### src/rtl/condicionador_entradas.sv
// Input conditioning for the door-system FSM: per-bit two-flop synchroniser,
// counter-based debounce, and one-cycle rise/fall pulses on accepted changes.
module condicionador_entradas #(
  parameter int unsigned N_IN       = 5,
  parameter int unsigned DEB_CYCLES = 4,
  parameter int unsigned CNT_W      = 3
) (
  input  logic            clock,
  input  logic            reset,
  input  logic [N_IN-1:0] entrada,
  output logic [N_IN-1:0] saida,
  output logic [N_IN-1:0] subida,
  output logic [N_IN-1:0] descida,
  output logic            estavel
);

  localparam logic [CNT_W-1:0] CNT_MAX = CNT_W'(DEB_CYCLES - 1);

  logic [N_IN-1:0]  s1;
  logic [N_IN-1:0]  s2;
  logic [CNT_W-1:0] cnt [N_IN];

  // Two-flop synchroniser, no logic between the stages.
  always_ff @(posedge clock or posedge reset) begin
    if (reset) begin
      s1 <= '0;
      s2 <= '0;
    end else begin
      s1 <= entrada;
      s2 <= s1;
    end
  end

  // Per-bit debounce: accept s2 once it has differed from saida for DEB_CYCLES edges.
  always_ff @(posedge clock or posedge reset) begin
    if (reset) begin
      saida   <= '0;
      subida  <= '0;
      descida <= '0;
      for (int unsigned i = 0; i < N_IN; i++) begin
        cnt[i] <= '0;
      end
    end else begin
      subida  <= '0;
      descida <= '0;
      for (int unsigned i = 0; i < N_IN; i++) begin
        if (s2[i] == saida[i]) begin
          cnt[i] <= '0;
        end else if (cnt[i] == CNT_MAX) begin
          saida[i]   <= s2[i];
          subida[i]  <= s2[i];
          descida[i] <= ~s2[i];
          cnt[i]     <= '0;
        end else begin
          cnt[i] <= cnt[i] + CNT_W'(1);
        end
      end
    end
  end

  // Settled when every bit matches its synchronised input with no count in progress.
  always_comb begin
    estavel = 1'b1;
    for (int unsigned i = 0; i < N_IN; i++) begin
      if ((s2[i] != saida[i]) || (cnt[i] != '0)) begin
        estavel = 1'b0;
      end
    end
  end

endmodule

### config.mk
export PLATFORM = sky130hd
export DESIGN_NAME = condicionador_entradas
export DESIGN_NICKNAME = d
export VERILOG_FILES = /design/src/rtl/condicionador_entradas.sv
export SDC_FILE = /design/constraint.sdc
export NUM_CORES = 1
export LEC_CHECK = 0
export CORE_MARGIN = 8
export CORE_UTILIZATION = 54
export DETAILED_ROUTE_END_ITERATION = 7
export DONT_BUFFER_PORTS = 1
export HOLD_SLACK_MARGIN = 0.12
export PLACE_DENSITY = 0.81
export SETUP_SLACK_MARGIN = 0.3
export SLEW_MARGIN = 20
export SYNTH_ARGS = -nofsm -noshare
export SYNTH_HDL_FRONTEND = slang
export SYNTH_SLANG_ARGS = --single-unit
### constraint.sdc
create_clock -name clock -period 1.81 [get_ports clock]
set_clock_uncertainty 0.1 [all_clocks]
set_input_delay 0.181 -clock clock [delete_from_list [all_inputs] [get_ports clock]]
set_output_delay 0.181 -clock clock [all_outputs]
set_load 0.03 [all_outputs]
Word-level counts from Yosys, hierarchy flattened:

Cells that the tools add are included.

* flip-flop bits (word level): 40
* input port bits: 7
* output and inout port bits: 16
* word-level logic and storage cells: 94

* add/sub/neg operators: 5
* reductions and logical operators: 15
* equal/unequal tests: 15
* bitwise logic cells: 10
* multiplexer cells: 35

Operators with widths (number)
* 3-bit two-way mux: 10
* 1-bit two-way mux: 25
* 3-bit by 1-bit adder with 3-bit output (second input constant): 5
* 3-bit by 2-bit equality test with 1-bit output (second input constant): 5
* 3-bit nonzero test: 5
* 1-bit NOT: 10
* 2-bit AND reduction: 5
* 1-bit equality test: 5
* 1-bit logical OR: 5
* 1-bit != test: 5

Longest topological paths before layout:

* depth after elaboration: 7
* mapped depth: 5
* mapped depth without buffers: 5

Worst setup path after synthesis:

Ideal clock, no wire load.

* kind: register to output
* start point: register saida[2]
* end point: output estavel
* path buffers: 0
* arrival time: 1.354 ns
* setup slack: 0.175 ns
* required time: 1.529 ns
* stages on the path, launching flop included: 4
* cells stage by stage: dfrtp_1 -> xnor2_1 -> nand4_1 -> nor3_2

* word-level cells in the longest chain between the ends: 5

RTL lines
* from (decl): RTL line 11 `output logic [N_IN-1:0] saida,`
* from (signal, indexed assignment): RTL line 50 `saida[i] <= s2[i];`
* 1-bit != test: RTL line 65 `if ((s2[i] != saida[i]) || (cnt[i] != '0)) begin`
* 1-bit logical OR: RTL line 65
* 1-bit two-way mux (3 in a row): RTL line 65
* to (decl): RTL line 14 `output logic estavel`

Every way passes these cells.

Worst setup path after layout:

* start point: register saida[0]
* end point: output estavel

* word-level cells in the longest chain between the ends: 7

RTL lines (RTL line)
* 1-bit != test: 65
* 1-bit logical OR: 65
* 1-bit two-way mux (5 in a row): 65

Every way passes these cells.

==> impl_metrics.py <==
metrics = {
    "outcome": {
        "status": "complete, but fails checks",
        "violations": "negative setup slack",
    },
    "synthesis": {
        "syn_nets": 133,
        "netlist_top_cells_area": "dfrtp_1, ha_1, nor3b_1",
        "synth_top_area_share": 0.623,
        "synth_top_area_cell": "dfrtp_1",
        "synth_seq_cells": 40,
        "ys_types": 19,
        "ys_warn_count": 0,
        "avgSynthCellArea_um2": 13.8,
        "syn-instance-count": 116,
        "yosysSeqAreaShare": 0.623,
        "netlist_area_um2": 1610,
    },
    "worst_hold_path": {
        "hold_depth": 0,
        "hold_end": "s2[1]",
        "worstHoldStart": "s1[1]",
        "min_path_type": "reg2reg",
    },
    "sta": {
        "worst_hold_slack_ns": 0.256,
        "tightest_slew_ns": 0.487,
        "setup_viol": 1,
        "hold_viol": 0,
        "finalMaxSlewViolations": 0,
        "fmax_mhz": 511,
        "relSlewSlack": 0.675,
        "setup_slack_ns": -0.146,
        "min_period_ns": 1.96,
        "rsz0062_at_grt": "yes",
        "timing.final.crit_share": 1.08,
    },
    "critical_path": {
        "r2r_setup_slack_ns": 0.45,
        "crit_fanout": 5,
        "worstPathRequired_ns": 1.53,
        "rr_worst_depth": 3,
        "reg2reg_to": "saida[4]",
        "r2r_start": "cnt[0]",
        "worstSetupPathType": "reg2out",
        "crit_arrival_ns": 1.68,
        "cp-end-kind": "output port",
        "worstSetupStartpointType": "flip-flop",
        "startpoint": "saida[0]",
    },
    "floorplan": {
        "initial_core_util": 0.578,
        "die_width_um": 70.5,
        "row_count": 19,
        "pin_count": 23,
        "die_area_um2": 4980,
        "core_area_um2": 2780,
        "die_h_um": 70.5,
    },
    "cts": {
        "tritoncts.num_buffers": 5,
        "clock-sinks": 40,
        "ctsRootBufferMaster": "clkbuf_4",
        "cts_setup_buffers": 0,
        "cts_max_path_buffers": 2,
        "clk_latency_ns": 0.34,
        "htree_num_levels": 2,
        "clk_pin_slew_ns": 0.10,
        "cts_tree": "yes",
    },
    "final_layout": {
        "final_util": 0.656,
        "drive_gt1_frac": 0.211,
        "diodes": 0,
        "syn2layout_area_growth_pct": 13.6,
        "fin_nets": 150,
        "finalNonFillerCells": 164,
    },
    "routing": {
        "via_per_inst": 5.15,
        "drtPass1Iterations": 4,
        "wirelength_mm": 2.45,
        "wl_per_cell_um": 14.9,
        "vias": 844,
        "drc": 0,
        "first_iter_violations": 26,
        "ant_nets": 0,
    },
    "place": {
        "globalplace.congestion": 0.729,
        "place_hpwl_mm": 1.77,
        "dp.cells": 151,
        "portBuffers": 0,
    },
    "global_route": {
        "grt_pass1_wl_mm": 4.31,
        "grt_use_total": 0.111,
        "grt_pass1_vias": 915,
        "grt_overflow_total": 0,
        "antenna_found_initial": 0,
        "grt_max_degree": 41,
    },
    "pwr": {
        "ir_drop_uv": 1080,
        "intPower_uw": 1570,
        "powerDensity_nw_per_um2": 1340,
        "pwr-share-comb": 0.307,
        "switching_share": 0.356,
        "clockPowerShare": 0.163,
        "p_leak_uw": 0.000875,
        "pwr-share-seq": 0.530,
        "p_switching_uw": 869,
    },
    "job": {
        "max_cap_viol_count": 0,
    },
}
==> final cells by class <==
type,instances,area [um^2]
Clock inverter,1,5.00
Inverter,11,41.3
Tap cell,31,38.8
Timing Repair Buffer,10,90.1
Clock buffer,6,41.3
Sequential cell,40,1010
Multi-Input combinational cell,65,603
Fill cell,211,956
==> power groups by stage <==
stage | clock network [uW] | logic [uW] | registers (uW)
global placement | 0 | 705 | 1290
detailed placement | 0 | 738 | 1310
CTS | 416 | 750 | 1290
finish | 398 | 747 | 1290
global route | 453 | 845 | 1320
floorplan | 0 | 489 | 1360
==> routing by layer <==
layer / routed length (um) / part of all wire / track usage / up-vias
met4: 19 / 0.0078 / 0.0591 / 0
met3: 183 / 0.075 / 0.0488 / 2
met2: 1300 / 0.53 / 0.185 / 18
met5: 0 / 0 / 0 / -
li1: - / - / - / 412
met1: 948 / 0.39 / 0.115 / 412
==> what timing repair did <==
item / in CTS / in global routing
resized for setup: 0 / 2
pin swaps: 1 / 0
hold endpoints to repair: 45 / 0
endpoints found under the setup margin: 1 / 2
hold buffers: 6 / 0
==> through the flow <==
stage	power [uW]	setup WS [ns]	setup TNS, ns	instance area, um^2
final	2440	-0.146	-0.146	1830
after global routing	2620	-0.244	-0.244	1830
after CTS	2460	-0.165	-0.165	1810
after detailed placement	2050	0.221	0	1710
after global placement	2000	0.228	0	1710
after floorplan	1850	0.305	0	1640
==> worst max-delay path by stage <==
| stage | end | slack (ns) | cells after the start |
|---|---|---|---|
| 2_1_floorplan | estavel | 0.30 | 3 |
| 3_3_place_gp | estavel | 0.23 | 5 |
| 3_5_place_dp | estavel | 0.22 | 5 |
| 4_1_cts | estavel | -0.17 | 3 |
| 5_1_grt | estavel | -0.24 | 3 |
| 6_report | estavel | -0.15 | 3 |
==> cell usage after synthesis <==
cell type  instances
dfrtp_1           40
nor3b_1           12
inv_1             11
ha_1              10
nand2_1           10
nor3b_2            5
nand2b_1           4
nor2b_1            4
nor3_1             4
xnor2_2            4
and3b_1            3
mux2_1             2
and2b_4            1
nand3_1            1
nand4_1            1
nor3_2             1
nor4b_2            1
nor4bb_1           1
xnor2_1            1
==> registers in the layout, indices dropped and copies added (netlist names) <==
name / count
s2: 5
saida: 5
subida: 5
cnt: 15
descida: 5
s1: 5
==> cell families (layout without fill, tap and decap cells) <==
group	after synthesis	in the layout	share of synthesized area
XOR/XNOR	5	5	0.0459
AND/OR/NAND/NOR	48	48	0.213
flip-flops	40	40	0.623
buffers and inverters	11	28	0.0257
adder cells (fa/ha/maj)	10	10	0.0779
multiplexers	2	2	0.0140
==> cell usage in the layout, fill, tap and decap left out, drive strengths merged <==
master and count:
and3b 3, nor4b 1, nor4bb 1, nor3 5, clkinv 1, dfrtp 40, buf 4, nand3 1
clkbuf 6, nand2b 4, nor3b 17, dlygate4sd3 6, nor2b 4, nand2 10, ha 10, inv 11
nand4 1, mux2 2, and2b 1, xnor2 5
==> worst max-delay path, stage by stage, from the launching register on <==
cell and delay (ns):
dfrtp_2 0.54, xnor2_4 0.25, nand4_1 0.17, nor3_4 0.39
(Power assumes the default switching activity.)
